File: src/rtl/scratch_pad_loader_pkg.sv
// scratch_pad_loader_pkg: shared FSM state encoding, step codes and sizing helpers
package scratch_pad_loader_pkg;
  localparam logic [1:0] S_IDLE = 2'd0, S_ACT = 2'd1, S_WGT = 2'd2, S_FIN = 2'd3;
  localparam logic [2:0] STEP_IDLE = 3'd0, STEP_ACT_WR = 3'd1, STEP_WGT_WR = 3'd2,
                         STEP_WAIT = 3'd3, STEP_FIN = 3'd4;
  function automatic int unsigned idx_w(input int unsigned n);
    return n > 1 ? $clog2(n) : 1;
  endfunction
  function automatic logic [2:0] clamp_layers(input logic [2:0] n, input int unsigned max);
    return (32'(n) > max) ? 3'(max) : n;
  endfunction
endpackage

File: src/rtl/scratch_pad_loader_load_index_counter.sv
// load_index_counter: addr/bank/layer cascade with terminal flag at the last word of the last layer
module load_index_counter #(
  parameter int BANKS = 1,
  parameter int BANK_W = 1
) (
  input  logic              clk,
  input  logic              rst_n,
  input  logic              clr,
  input  logic              inc,
  input  logic [2:0]        last_layer,
  output logic              addr,
  output logic [BANK_W-1:0] bank,
  output logic [2:0]        layer,
  output logic              last
);
  logic bank_max;
  assign bank_max = bank == BANK_W'(BANKS - 1);
  assign last = addr && bank_max && layer == last_layer;
  always_ff @(posedge clk or negedge rst_n)
    if (!rst_n) begin
      addr  <= 1'b0;
      bank  <= '0;
      layer <= '0;
    end else if (clr || (inc && last)) begin
      addr  <= 1'b0;
      bank  <= '0;
      layer <= '0;
    end else if (inc) begin
      addr <= !addr;
      if (addr) begin
        bank <= bank_max ? '0 : bank + 1'b1;
        if (bank_max) layer <= layer + 3'd1;
      end
    end
endmodule

File: src/rtl/scratch_pad_loader.sv
// scratch_pad_loader: streams activations then weights into scratch-pad banks,
// emitting a registered write strobe one cycle after each accepted beat
module scratch_pad_loader
  import scratch_pad_loader_pkg::*;
#(
  parameter int BUFFER_SIZE = 5,
  parameter int SYS_WIDTH   = 64,
  parameter int SYS_HEIGHT  = 1,
  localparam int AW = idx_w(SYS_HEIGHT),
  localparam int WW = idx_w(SYS_WIDTH)
) (
  input  logic          clk,
  input  logic          rst_n,
  input  logic          start,
  input  logic          abort,
  input  logic [2:0]    num_layers,
  input  logic [31:0]   data_in,
  input  logic          data_in_valid,
  output logic          data_in_ready,
  output logic [2:0]    step,
  output logic [31:0]   data_received,
  output logic [AW-1:0] act_bram_num,
  output logic          act_bram_addr,
  output logic [2:0]    act_bram_layer,
  output logic [WW-1:0] weight_bram_num,
  output logic          weight_bram_addr,
  output logic [2:0]    weight_bram_layer,
  output logic          done
);
  logic [1:0] state, nxt;
  logic [2:0] last_layer, act_layer, wgt_layer;
  logic [AW-1:0] act_bank;
  logic [WW-1:0] wgt_bank;
  logic beat, clr, act_addr, wgt_addr, act_last, wgt_last;
  assign beat = data_in_valid && data_in_ready && !abort;
  assign clr  = abort || (state == S_IDLE && start);
  always_comb
    nxt = abort ? S_IDLE
        : state == S_IDLE ? (start ? (num_layers == 3'd0 ? S_FIN : S_ACT) : S_IDLE)
        : state == S_ACT  ? (beat && act_last ? S_WGT : S_ACT)
        : state == S_WGT  ? (beat && wgt_last ? S_FIN : S_WGT)
        : S_IDLE;
  load_index_counter #(.BANKS(SYS_HEIGHT), .BANK_W(AW)) u_act (
    .clk(clk), .rst_n(rst_n), .clr(clr), .inc(beat && state == S_ACT), .last_layer(last_layer),
    .addr(act_addr), .bank(act_bank), .layer(act_layer), .last(act_last)
  );
  load_index_counter #(.BANKS(SYS_WIDTH), .BANK_W(WW)) u_wgt (
    .clk(clk), .rst_n(rst_n), .clr(clr), .inc(beat && state == S_WGT), .last_layer(last_layer),
    .addr(wgt_addr), .bank(wgt_bank), .layer(wgt_layer), .last(wgt_last)
  );
  // outputs describe the previous cycle, so step reflects the state the beat happened in
  always_ff @(posedge clk or negedge rst_n)
    if (!rst_n) begin
      state             <= S_IDLE;
      last_layer        <= '0;
      data_in_ready     <= 1'b0;
      done              <= 1'b0;
      step              <= STEP_IDLE;
      data_received     <= '0;
      act_bram_num      <= '0;
      act_bram_addr     <= 1'b0;
      act_bram_layer    <= '0;
      weight_bram_num   <= '0;
      weight_bram_addr  <= 1'b0;
      weight_bram_layer <= '0;
    end else begin
      state         <= nxt;
      data_in_ready <= nxt == S_ACT || nxt == S_WGT;
      done          <= !abort && state == S_FIN;
      step <= abort ? STEP_IDLE
            : beat ? (state == S_ACT ? STEP_ACT_WR : STEP_WGT_WR)
            : state == S_FIN ? STEP_FIN
            : state == S_IDLE ? STEP_IDLE : STEP_WAIT;
      if (state == S_IDLE && start && !abort)
        last_layer <= clamp_layers(num_layers, BUFFER_SIZE) - 3'd1;
      if (beat) data_received <= data_in;
      if (beat && state == S_ACT) begin
        act_bram_num   <= act_bank;
        act_bram_addr  <= act_addr;
        act_bram_layer <= act_layer;
      end
      if (beat && state == S_WGT) begin
        weight_bram_num   <= wgt_bank;
        weight_bram_addr  <= wgt_addr;
        weight_bram_layer <= wgt_layer;
      end
    end
endmodule

File: config.mk
export PLATFORM = sky130hd
export DESIGN_NAME = scratch_pad_loader
export DESIGN_NICKNAME = d
export VERILOG_FILES = /design/src/rtl/scratch_pad_loader_pkg.sv /design/src/rtl/scratch_pad_loader_load_index_counter.sv /design/src/rtl/scratch_pad_loader.sv
export SDC_FILE = /design/constraint.sdc
export NUM_CORES = 1
export LEC_CHECK = 0
export BUFFER_PORTS_ARGS = -buffer_cell sky130_fd_sc_hd__buf_2
export CORE_UTILIZATION = 45
export DETAILED_ROUTE_END_ITERATION = 10
export MAX_ROUTING_LAYER = met4
export PLACE_DENSITY = 0.81
export SLEW_MARGIN = 25
export SYNTH_ARGS = -nofsm -noshare
export SYNTH_HDL_FRONTEND = slang
export SYNTH_SLANG_ARGS = --single-unit
File: constraint.sdc
create_clock -name clk -period 4.05 [get_ports clk]
set_clock_uncertainty 0.15 [all_clocks]
set_input_delay 0.405 -clock clk [delete_from_list [all_inputs] [get_ports clk]]
set_output_delay 0.405 -clock clk [all_outputs]
set_load 0.02 [all_outputs]
## After elaboration in Yosys (flattened, before gate mapping)

Index checks and enable logic that the tools add are counted.

- Equality and inequality tests: 9
- Reductions and logical operators: 33
- Bitwise logic cells: 1
- $add $sub $neg: 5
- $lt $le $gt $ge: 1
- Muxes and demuxes: 34

Operators by type and width:

| kind | count |
|---|---|
| 2-to-1 mux 3 bit | 12 |
| 2-to-1 mux 6 bit | 4 |
| 2-to-1 mux 2 bit | 9 |
| logical AND 1 bit | 15 |
| nonzero test 2 bit | 5 |
| 2-to-1 mux 1 bit | 9 |
| adder 3 x 1 -> 3 bit (second input constant) | 2 |
| adder 6 x 1 -> 6 bit (second input constant) | 1 |
| equality test 2 bit (second input constant) | 3 |
| equality test 3 bit | 2 |
| equality test 6 bit (second input constant) | 1 |
| AND reduction 3 bit | 2 |
| equality test 2 x 1 -> 1 bit (second input constant) | 2 |
| logical OR 1 bit | 4 |
| AND reduction 2 bit | 2 |
| > comparator 3 bit (second input constant) | 1 |
| logical NOT 1 bit | 3 |
| logical NOT 3 bit | 1 |
| subtractor 3 x 1 -> 3 bit (second input constant) | 1 |
| logical NOT 2 bit | 1 |
| != test 2 bit (second input constant) | 1 |
| adder 1 bit (second input constant) | 1 |
| NOT 1 bit | 1 |

- Bits of input ports: 40
- Logic and storage cells: 101
- Register bits after elaboration: 72
- Output and inout bits: 52

## Longest topological paths before layout

Gate-level depths: netlist of the first run.

- Depth after elaboration: 11
- Depth in mapped cells: 8
- Mapped depth without buffers: 7

## By module

Synthesis of the first run repeated with hierarchy kept, for this count alone.

- Cells, all modules: 229
- Area total of the unflattened synthesis: 3,085.5 µm²

By module, submodules not included:

| module | cells an instance | times used | sequential area each (µm²) | area an instance (µm²) |
|---|---|---|---|---|
| scratch_pad_loader | 149 | 1 | 1,426.4 | 2,288.4 |
| load_index_counter at u_wgt | 57 | 1 | 250.2 | 551.8 |
| load_index_counter at u_act | 23 | 1 | 100.1 | 245.2 |

## Worst setup path after synthesis of the first run

No wires, ideal clock.

- Kind: reg2reg
- Start: register data_in_ready
- End: register u_act.layer[2]
- Setup slack: 2.244 ns
- Period minus slack after synthesis: 1.806 ns
- Setup time: 0.077 ns
- Required time: 3.823 ns
- Stages on the path, launching flop included: 6
- Path buffers: 1
- Arrival: 1.579 ns
- Cells stage by stage: dfrtp_1 > and3b_1 > buf_4 > nand3_4 > or4b_1 > a21oi_1

- Cells in the longest elaborated chain, start to end: 7
- Elaborated cells on any way between the ends: 10
- Classes of those cells: 1 x eq/ne; 1 x mux; 8 x reduce/logical

Ends and longest elaborated chain:

| item | RTL line | RTL |
|---|---|---|
| start: declaration | scratch_pad_loader.sv:19 | `output logic data_in_ready,` |
| start signal: assignment | scratch_pad_loader.sv:56 | `data_in_ready <= 1'b0;` |
| start signal: assignment | scratch_pad_loader.sv:68 | `data_in_ready <= nxt == S_ACT \|\| nxt == S_WGT;` |
| logical AND 1 bit * (2 in a row) | scratch_pad_loader.sv:35 | `assign beat = data_in_valid && data_in_ready && !abort;` |
| logical AND 1 bit * | scratch_pad_loader.sv:44 | `.clk(clk), .rst_n(rst_n), .clr(clr), .inc(beat && state == S_ACT), .last_layer(last_layer),` |
| logical AND 1 bit | scratch_pad_loader_load_index_counter.sv:24 | `end else if (clr \|\| (inc && last)) begin` |
| logical OR 1 bit | scratch_pad_loader_load_index_counter.sv:24 |  |
| != test 2 bit (no line) / nonzero test 2 bit (equally long branches) | - |  |
| AND reduction 3 bit (no line) | - |  |
| end signal: assignment | scratch_pad_loader_load_index_counter.sv:32 | `if (bank_max) layer <= layer + 3'd1;` |
| end: declaration | scratch_pad_loader_load_index_counter.sv:13 | `output logic [2:0] layer,` |

Every way passes the cells marked *; elsewhere a longest branch is shown, timed or not.
A chain may end at the register's enable or synchronous reset.

## Worst setup path in the final report of the first run

- Start: register data_in_ready
- End: register weight_bram_num[4]

- Cells in the longest elaborated chain, start to end: 3

Ends and longest elaborated chain:

| item | RTL line | RTL |
|---|---|---|
| logical AND 1 bit (2 in a row) | scratch_pad_loader.sv:35 |  |
| logical AND 1 bit | scratch_pad_loader.sv:82 | `if (beat && state == S_WGT) begin` |
| end signal: assignment | scratch_pad_loader.sv:83 | `weight_bram_num <= wgt_bank;` |
| end: declaration | scratch_pad_loader.sv:25 | `output logic [WW-1:0] weight_bram_num,` |

No other way between the ends.

==> results of run 1 <==
## cells in the mapped netlist, types with 3 or more instances
cell	number
mux2_2	10
inv_1	5
nand2_1	115
buf_2	3
nor2_1	18
xor2_1	5
nor3_1	4
dfrtp_1	70
xnor2_1	9
a21oi_1	8
clkbuf_1	6
ha_1	7
nand3_1	5
o21ai_0	8
## how the worst max path moves through the flow
stage / from / end / slack, ns / depth (start not counted)
detailed placement: abort / weight_bram_num[4] / 1.65 / 4
finish: data_in_ready / weight_bram_num[4] / 1.80 / 3
global route: data_in_ready / weight_bram_num[4] / 1.61 / 3
global placement: abort / weight_bram_layer[2] / 1.75 / 4
floorplan: data_in_ready / u_act.layer[2] / 2.24 / 5
CTS: data_in_ready / weight_bram_num[4] / 1.79 / 3
## critical path: stages, from the launching register on
cell and delay, ns:
dfrtp_1 0.47, and3b_1 0.65, nand2_1 0.47, mux2_2 0.40
## repair_timing
action	CTS	global route
hold buffers	1	0
endpoints found under the hold margin	47	0
endpoints found under the setup margin	0	0
## report_power, final
| part | internal (mW) | switching [mW] |
|---|---|---|
| registers | 0.808 | 0.0577 |
| clock network | 0.380 | 0.258 |
| logic | 0.143 | 0.270 |
## stage by stage
| stage | instances | setup slack, ns | instance area (µm²) | power, mW |
|---|---|---|---|---|
| after floorplan | 304 | 2.244 | 3009 | 1.128 |
| after global placement | 462 | 1.751 | 3518 | 1.284 |
| after detailed placement | 462 | 1.651 | 3521 | 1.296 |
| after CTS | 479 | 1.790 | 3764 | 1.942 |
| after global routing | 479 | 1.612 | 3764 | 2.027 |
| final | 479 | 1.798 | 3764 | 1.916 |
## cell families after synthesis
family	count (synthesis)	share of synthesized area (%)
muxes	11	4.075
other	1	0.1246
buffers and inverters	16	2.370
DFF	70	58.21
xor gates and xnor gates	14	4.075
adders and majority gates	7	2.910
and+or+nand+nor	159	23.04
AOI/OAI and AO/OA	26	5.198
## area by class of cell
type,instances,area (µm²)
clock buffers,11,151.4
clock inverters,5,81.33
fillers,576,2623
inverters,5,18.77
multi-input cells,218,1186
flip-flops and latches,70,1752
well taps,77,96.34
repair buffers,93,478.0
## sequential cells by signal, summed over array words and instances (netlist names)
register,cells
weight_bram_layer,3
act_bram_addr,1
u_wgt.layer,3
step,3
weight_bram_addr,1
data_received,32
u_act.layer,3
u_act.addr,1
last_layer,3
act_bram_layer,3
done,1
data_in_ready,1
weight_bram_num,6
state,2
u_wgt.addr,1
u_wgt.bank,6
## routing by layer
| layer | share of wire (%) | global-route usage, % | wire length [µm] | vias to the layer above |
|---|---|---|---|---|
| met4 | 1.0 | 6.471 | 62 | 0 |
| met5 | 0 | - | 0 | - |
| met3 | 5.1 | 5.935 | 316 | 7 |
| li1 | - | - | - | 1177 |
| met1 | 45 | 25.43 | 2808 | 1119 |
| met2 | 49 | 31.78 | 3003 | 63 |
==> results.md, run 1 <==
* Final Setup Violations at 0
* Main flop type after synthesis: dfrtp_1
* CP max FO at 15
* Skew-Pair Late Insertion Delay at 0.34 ns
* Initial detailed-routing violation count at 160
* Tmin final at 2.252 ns
* Root Buffer: clkbuf_8
* R2R Setup Slk at 1.80 ns
* Pin count of the biggest net entering global routing at 49
* Syn_nets at 351
* Peak supply drop at 0.3236 mV
* Top-Level Pins at 92
* #FFs+latches synth at 70
* Fin. Hold Viols at 0
* PD cells at 509.2 nW/µm²
* Maximum level of the CTS H-tree at 3
* Hold endpoint: data_received[9]
* Slew @ Worst Pin at 0.6839 ns
* GRT Residual Overflow at 0
* Post-DP HPWL at 4.381 mm
* Post-synth ARST share at 100.0%
* CTS buffer count at 9
* CTS tree: yes
* Slew headroom at 54.40%
* Detailed-route wire length at 6.190 mm
* RSZ-0062 raised after global routing: no
* Clk buf depth at 2
* Seq/Total Area, Yosys at 58.21%
* Starting Density at 47.12%
* Yosys top cell area share at 58.21%
* Status: completed
* GRT Total Usage at 20.26%
* GP Congestion at 0.7876
* Hold_ws at 0.09843 ns
* Final core occ at 58.93%
* Post-Syn Area at 3009 µm²
* Peak Freq at 444.0 MHz
* Largest cells by area after synthesis: dfrtp_1 58%, nand2_1 14%, mux2_2 3.7%
* Die ar. at 7018 µm²
* Layout cells sized above 1 at 30.85%
* Row cnt at 29
* Post-DR wirelength/cell at 12.92 µm
* Syn Area/Cell at 9.898 µm²
* Vias per inst at 4.939
* Path type of the worst setup path: flop to flop
* Reg clk slew, reported paths at 0.08 ns
* Routed vias at 2366
* Yosys cell types at 42
* Leakage Power at 2.065 nW
* Cell depth of the worst flop-to-flop path at 3
* CTS resizes at 0
* Post-synth EDFFs at 0
* DRC errors left at 0
* Hold Path Cell Cnt at 3
* Routed Antenna Nets at 0
* Antenna violations before repair at 0
* RR Endpoint: weight_bram_num[4]
* N_diodes at 0
* Nets at 444
* Critical Path Start Type: flop
* Max-cap violations at 0
* Hold Startpoint: data_in[9]
* Core footprint at 6386 µm²
* Syn-to-layout area delta at 25.07%
* Vias in the first global route at 2266
* Class of the worst hold path: input port to flop
* Pre-antenna DRT Iters at 4
* PortBufs at 90
* Worst setup EP type: flop
* Post-Syn Instances at 304
* Setup TNS at 0 ns
* Cell taking the most area after synthesis: dfrtp_1
* Crit path arrival time at 2.32 ns
* Clock sink count at 70
* Reg-to-reg startpoint: data_in_ready
* Yosys warns at 0
* Die Ht at 83.78 µm
* Final Cycle Share at 55.61%
* First-pass GRT wire length at 10.83 mm
* Chip width at 83.78 µm
* Commonest non-fill, non-tap cell in the layout: nand2_1
* Most frequent cells in the layout: 115 x nand2_1, 89 x buf_2, 70 x dfrtp_1
* Setup repair bufs after CTS at 0
* CP required at 4.12 ns
* Slew Viols, Final at 0
(Power assumes the default switching activity.)
==> inputs of run 2 (changes only) <==
- ABC_AREA: not set -> 1
- clock period: 4.05 -> 2.3 ns (I/O delays scaled with it)
==> run 2 against run 1 <==
  * The flow now finishes with violations (design-rule violations)
  * Sequential cell count unchanged
  * Synthesized cell count increased by 13%
  * Cell count increased by 15%
  * Total power increased by 120%
  * Sequential power increased by 95%
  * Non-clock buffer count increased by 32
  * Clock power increased by 100%
  * Die area increased by 1.6%
  * Count of clock-buffer cells in the layout decreased by 1
  * Fmax increased by 17%
  * Synthesized area increased by 1.6%
  * Combinational power increased to 2.9 times the previous value
  * Critical endpoint is now last_layer[0]
==> results.md, run 2 <==
* Core footprint at 6459 µm² (+1.1%)
* Post-DR wirelength/cell at 13.57 µm (+5.0%)
* CP top delay family: simple AND/OR/NAND/NOR gates
* Yosys top cell area share at 57.28% (-0.93 points)
* Compound-cell area share of the yosys netlist at 6.465% (+1.3 points)
* GRT Residual Overflow at 0 (unchanged)
* DRC errors left at 15 (+15)
* Placed insts at 504 (+9.1%)
* Critical Path Start Type: flop
* Area occupied by multi-input gates at 1126 µm² (-5.1%)
* GP Congestion at 0.8271 (+5.0%)
* Syn-to-layout area delta at 36.50%
* Post-synth ARST share at 100.0% (unchanged)
* Leakage Power at 2.264 nW (+9.6%)
* Syn_nets at 392 (+12%)
* CP Buf/Inv Count at 3 (+3)
* Slew @ Worst Pin at 0.9185 ns (+0.2345 ns)
* Reg-to-reg startpoint: state[0]
* Vias in the first global route at 2688 (+19%)
* Max reg flops at 32 (unchanged)
* Die ar. at 7129 µm² (+1.6%)
* N_diodes at 0 (unchanged)
* Filler cell count at 490 (-15%)
* Most used cell, CP: inv_1
* Largest cells by area after synthesis: dfrtp_1 57%, nand2_1 17%, inv_1 3.9%
* CP required at 2.38 ns (-1.74 ns)
* Clock sink count at 70 (unchanged)
* Worst path max stage delay at 0.40 ns (-0.25 ns)
* Max-cap violations at 0 (unchanged)
* Largest family of logic cells by synthesized area: simple AND/OR/NAND/NOR gates
* Detailed-route wire length at 7.502 mm (+21%)
* CP max FO at 6 (-9)
* RR Endpoint: last_layer[0]
* Most instantiated cells after synthesis: 141 x nand2_1, 70 x dfrtp_1, 32 x inv_1, 22 x o21ai_0, 14 x nand3_1
* RSZ-0062 raised after global routing: no
* Hold Startpoint: num_layers[1]
* Cell taking the most area after synthesis: dfrtp_1
* Slew Viols, Final at 0 (unchanged)
* Worst Slack Setup Final at 0.3763 ns (-1.421 ns)
* Peak supply drop at 0.3268 mV (+0.98%)
* Worst setup EP type: flop
* Commonest non-fill, non-tap cell in the layout: nand2_1
* Cell depth of the worst flop-to-flop path at 8 (+5)
* Antenna violations before repair at 0 (unchanged)
* Peak Freq at 519.8 MHz (+17%)
* Routed Antenna Nets at 0 (unchanged)
* Crit path arrival time at 2.01 ns (-0.31 ns)
* Yosys warns at 0 (unchanged)
* Starting Density at 47.35% (+0.23 points)
* Top-Level Pins at 92 (unchanged)
* CP cell instances: inv_1 > ha_1 > inv_1 > nor3_1 > inv_1 > nor2_1 > o21ai_0 > o21a_1
* Most flops, register: data_received
* Setup WS pre-CTS at 0.3731 ns (-1.278 ns)
* Die Ht at 84.44 µm (+0.79%)
* Main flop type after synthesis: dfrtp_1
* Skew-Pair Late Insertion Delay at 0.34 ns (about the same)
* Synth Area in Simple Gates at 26.23% (+3.2 points)
* Maximum level of the CTS H-tree at 3 (unchanged)
* Slew headroom at 38.70% (-16 points)
* Post-Synth XOR/XNOR Area at 1.146% (-2.9 points)
* Clk buf depth at 2 (unchanged)
* Layout cells sized above 1 at 25.42% (-5.4 points)
* PortBufs at 90 (unchanged)
* DR top layer: met4
* Chip width at 84.44 µm (+0.79%)
* GRT Total Usage at 23.00% (+2.7 points)
* Storage element area at 1752 µm² (unchanged)
* Reg clk slew, reported paths at 0.07 ns (about the same)
* Syn Area/Cell at 8.864 µm² (-10%)
* Yosys cell types at 32 (-24%)
* Status: finished with violations
* Non-filler cells, final at 553 (+15%)
* Most frequent cells in the layout: 141 x nand2_1, 90 x buf_2, 70 x dfrtp_1
* First-pass GRT wire length at 12.43 mm (+15%)
* Setup repair bufs after CTS at 0 (unchanged)
* Vias per inst at 4.875 (-1.3%)
* Synth Area in Adders at 2.864% (-0.046 points)
* Failing checks: design-rule violations
* PD cells at 1000 nW/µm² (+96%)
* Root Buffer: clkbuf_8
* Final Cycle Share at 83.64% (+28 points)
* Tmin final at 1.924 ns (-0.3286 ns)
* Biggest regs: data_received (32), u_wgt.bank (6), weight_bram_num (6)
* Hold endpoint: last_layer[1]
* Met1 Wirelength at 3.101 mm (+10%)
* Met3 WL at 514 µm (+63%)
* Routed vias at 2696 (+14%)
* CTS buffer count at 9 (unchanged)
* Post-DP HPWL at 4.500 mm (+2.7%)
* Final Setup Violations at 0 (unchanged)
* Met2 wire len at 3.720 mm (+24%)
* CTS tree: yes
* Initial detailed-routing violation count at 186 (+16%)
* CP max stage cell: dfrtp_1
* Row cnt at 29 (unchanged)
* Class of the worst hold path: input port to flop
* Nets at 518 (+17%)
* R2R Setup Slk at 0.38 ns (-1.42 ns)
* #FFs+latches synth at 70 (unchanged)
* Hold_ws at 0.01816 ns (-0.08026 ns)
* Most common cell in the synthesized netlist: nand2_1
* Pre-antenna DRT Iters at 8 (+4)
* Post-Syn Area at 3058 µm² (+1.6%)
* Hold Path Cell Cnt at 3 (unchanged)
* Mux share of post-synthesis cell area at 0% (-4.1 points)
* Fin. Hold Viols at 0 (unchanged)
* Setup TNS at 0 ns (unchanged)
* Area after DPL at 3582 µm² (+1.7%)
* Path type of the worst setup path: flop to flop
* Seq/Total Area, Yosys at 57.28% (-0.93 points)
* Post-synth EDFFs at 0 (unchanged)
* Post-Syn Instances at 345 (+13%)
* Pin count of the biggest net entering global routing at 71 (+45%)
* Post-layout instance area at 4174 µm² (+11%)
-- run 2: cell types whose count changed after synthesis, sizes merged, moves of 3 or more --
| cell | delta |
|---|---|
| xor2 | -3 |
| xnor2 | -7 |
| inv | +29 |
| nand4 | +3 |
| mux2 | -10 |
| nand3 | +7 |
| o21ai | +14 |
| nand2 | +28 |
-- run 2: worst max path at each step --
| stage | from | to | slack, ns | cells past startpoint |
|---|---|---|---|---|
| floorplan | state[0] | u_wgt.bank[5] | 0.66 | 9 |
| global placement | state[0] | last_layer[0] | 0.47 | 8 |
| detailed placement | state[0] | last_layer[0] | 0.37 | 8 |
| CTS | state[0] | last_layer[0] | 0.37 | 8 |
| global route | state[0] | last_layer[0] | 0.20 | 8 |
| finish | state[0] | last_layer[0] | 0.38 | 8 |
-- run 2: tightest hold or removal path: stages --
cell	delay, ns
buf_2	0.10
nand3_1	0.07
a22oi_1	0.06
-- run 2: area by class of cell --
class,count,share of cell area (%)
Clock buffer,10,3.058
Inverter,34,3.118
Sequential cell,70,41.97
Tap cell,77,2.308
Timing Repair Buffer,125,19.36
Clock inverter,6,3.207
Multi-Input combinational cell,231,26.98
-- run 2: cell families (layout without fill, tap and decap cells) --
kind of cell    Yosys count  after routing
xor+xnor                  4              4
buf+inv                  44            175
compound gates           36             36
simple gates            183            183
other cells               1              1
fa+ha+maj                 7              7
flops                    70             70
-- run 2: through the flow --
| step | total power, mW | utilization, % |
|---|---|---|
| after floorplan | 2.397 | - |
| after global placement | 2.780 | 55.46 |
| after detailed placement | 2.822 | 55.46 |
| after CTS | 4.153 | 64.63 |
| after global routing | 4.391 | 64.63 |
| final | 4.175 | 64.63 |
-- run 2: power by group --
group          internal (mW)  total [mW]  leakage, nW  switching, mW
sequential              1.52        1.69        0.918          0.166
combinational          0.410        1.20         1.22          0.792
clock                  0.831        1.29        0.130          0.455
total                   2.76        4.17         2.26           1.41
-- run 2: timing repair --
item,CTS,global route
hold endpoints to repair,102,0
resized for setup,0,0
endpoints found under the setup margin,0,0
hold buffers,33,0
-- run 2: layer usage --
layer  vias up  track usage [%]
met5         -                -
met4         0            10.94
met3        18            4.523
met2        96            38.67
met1      1252            26.60
li1       1330                -
==> inputs of run 3 (changes only) <==
- PLACE_DENSITY: 0.81 -> 0.84
- clock period: 2.3 -> 1.7 ns (I/O delays scaled with it)
==> run 3 against run 2 <==
  * Cell area rose by 3.0%
  * Via count grew 3.0%
  * Sequential power up 36%
  * Fmax increased by 17%
  * The run still ends with design-rule violations left
  * Cell count rose by 2.7%
  * Register-to-register slack worse by 0.31 ns
  * Total power grew 26%
  * Sequential cell count did not move
  * Die area did not move
  * Critical endpoint is now data_in_ready
==> results.md, run 3 (same netlist as run 2, synthesis figures left out) <==
* Hold Path Cell Cnt at 3 (unchanged)
* Worst setup EP type: flop
* N_diodes at 0 (unchanged)
* Slew Viols, Final at 0 (unchanged)
* CTS buffer count at 9 (unchanged)
* Die Ht at 84.44 µm (unchanged)
* Pin count of the biggest net entering global routing at 59 (-17%)
* Cell depth of the worst flop-to-flop path at 11 (+3)
* Area after DPL at 3642 µm² (+1.7%)
* Vias in the first global route at 2653 (-1.3%)
* Max reg flops at 32 (unchanged)
* Placed insts at 512 (+1.6%)
* Setup TNS at 0 ns (unchanged)
* GRT Residual Overflow at 0 (unchanged)
* Final core occ at 66.56% (+1.9 points)
* Reg clk slew, reported paths at 0.07 ns (about the same)
* Peak Freq at 610.8 MHz (+17%)
* Leakage Power at 2.313 nW (+2.2%)
* RSZ-0062 raised after global routing: yes
* Post-layout instance area at 4299 µm² (+3.0%)
* Clk buf depth at 2 (unchanged)
* Biggest regs: data_received (32), u_wgt.bank (6), weight_bram_num (6)
* Most frequent cells in the layout: 140 x nand2_1, 89 x buf_2, 70 x dfrtp_1
* Crit path arrival time at 1.72 ns (-0.29 ns)
* Nets at 534 (+3.1%)
* Reg-to-reg startpoint: state[0]
* GP Congestion at 0.8340 (+0.83%)
* Final Setup Violations at 0 (unchanged)
* Final Cycle Share at 96.31% (+13 points)
* CTS tree: yes
* CP required at 1.78 ns (-0.60 ns)
* Hold endpoint: last_layer[0]
* Worst Slack Setup Final at 0.06277 ns (-0.3136 ns)
* Routed Antenna Nets at 0 (unchanged)
* Skew-Pair Late Insertion Delay at 0.34 ns (about the same)
* Critical Path Start Type: flop
* R2R Setup Slk at 0.06 ns (-0.31 ns)
* Post-DP HPWL at 4.616 mm (+2.6%)
* Status: finished with violations
* Die ar. at 7129 µm² (unchanged)
* Starting Density at 47.35% (unchanged)
* Row cnt at 29 (unchanged)
* Antenna violations before repair at 0 (unchanged)
* Top-Level Pins at 92 (unchanged)
* Most flops, register: data_received
* Layout cells sized above 1 at 29.12% (+3.7 points)
* Commonest non-fill, non-tap cell in the layout: nand2_1
* Non-filler cells, final at 568 (+2.7%)
* Peak supply drop at 0.4420 mV (+35%)
* Tmin final at 1.637 ns (-0.2864 ns)
* Detailed-route wire length at 7.430 mm (-0.96%)
* Root Buffer: clkbuf_8
* Max-cap violations at 0 (unchanged)
* Path type of the worst setup path: flop to flop
* Hold Startpoint: num_layers[0]
* Maximum level of the CTS H-tree at 3 (unchanged)
* Failing checks: design-rule violations
* RR Endpoint: data_in_ready
* CP max FO at 2 (-4)
* Initial detailed-routing violation count at 149 (-20%)
* PortBufs at 90 (unchanged)
* Setup WS pre-CTS at -0.01926 ns (-0.3924 ns)
* Vias per inst at 4.891 (+0.32%)
* Core footprint at 6459 µm² (unchanged)
* Chip width at 84.44 µm (unchanged)
* Routed vias at 2778 (+3.0%)
* GRT Total Usage at 21.83% (-1.2 points)
* Post-DR wirelength/cell at 13.08 µm (-3.6%)
* Syn-to-layout area delta at 40.59%
* Clock sink count at 70 (unchanged)
* First-pass GRT wire length at 11.90 mm (-4.3%)
* Fin. Hold Viols at 0 (unchanged)
* PD cells at 1223 nW/µm² (+22%)
* Class of the worst hold path: input port to flop
* DRC errors left at 14 (-1)
* Pre-antenna DRT Iters at 8 (unchanged)
run 3: layer usage:
layer	part of all wire [%]	wire length (µm)	GRT usage (%)
met5	0	0	-
met4	1.9	138	8.012
met3	8.6	642	5.998
met2	46	3429	35.10
met1	43	3219	26.56
run 3: how the worst max path moves through the flow:
stage	slack (ns)	endpoint	start	depth (start not counted)
after floorplan	0.06	u_wgt.bank[5]	state[0]	9
after global placement	0.07	last_layer[0]	state[0]	8
after detailed placement	-0.02	last_layer[0]	state[0]	8
after CTS	0.02	data_in_ready	abort	12
after global routing	-0.03	data_in_ready	state[0]	11
final	0.06	data_in_ready	state[0]	11
run 3: final cells by class:
cell class,instances,area (µm²)
inverters,34,130.1
clock buffers,9,123.9
well taps,77,96.34
fillers,466,2160
flip-flops and latches,70,1752
multi-input cells,231,1182
clock inverters,6,63.81
repair buffers,141,950.9
run 3: critical path, stage by stage, from the launching register on:
cell and delay (ns):
dfrtp_1 0.38, buf_6 0.12, ha_4 0.14, nand4_4 0.12
nor2_4 0.13, nand3_1 0.10, nand2_1 0.08, nor2_1 0.04
nand2_1 0.08, nand2_1 0.08, nand2_1 0.06, nand2_1 0.04
run 3: repair_timing:
item                       4_1_cts  5_1_grt
buffers inserted                 0        4
hold buffers                    37        0
resized for setup                2       18
pin swaps                        0        8
setup endpoints to repair        4       12
hold endpoints to repair       105        0
run 3: metrics by stage:
stage | hold WS, ns | total power [mW]
after floorplan | -0.2756 | 3.243
after global placement | -0.07642 | 3.791
after detailed placement | -0.07305 | 3.850
after CTS | 0.001445 | 5.200
after global routing | 0.03849 | 5.552
final | 0.02662 | 5.257
run 3: report_power, final:
part | leakage (nW) | switching [mW] | internal (mW)
sequential | 0.918 | 0.233 | 2.06
combinational | 1.30 | 1.09 | 0.603
clock | 0.0911 | 0.611 | 0.666
total | 2.31 | 1.93 | 3.33
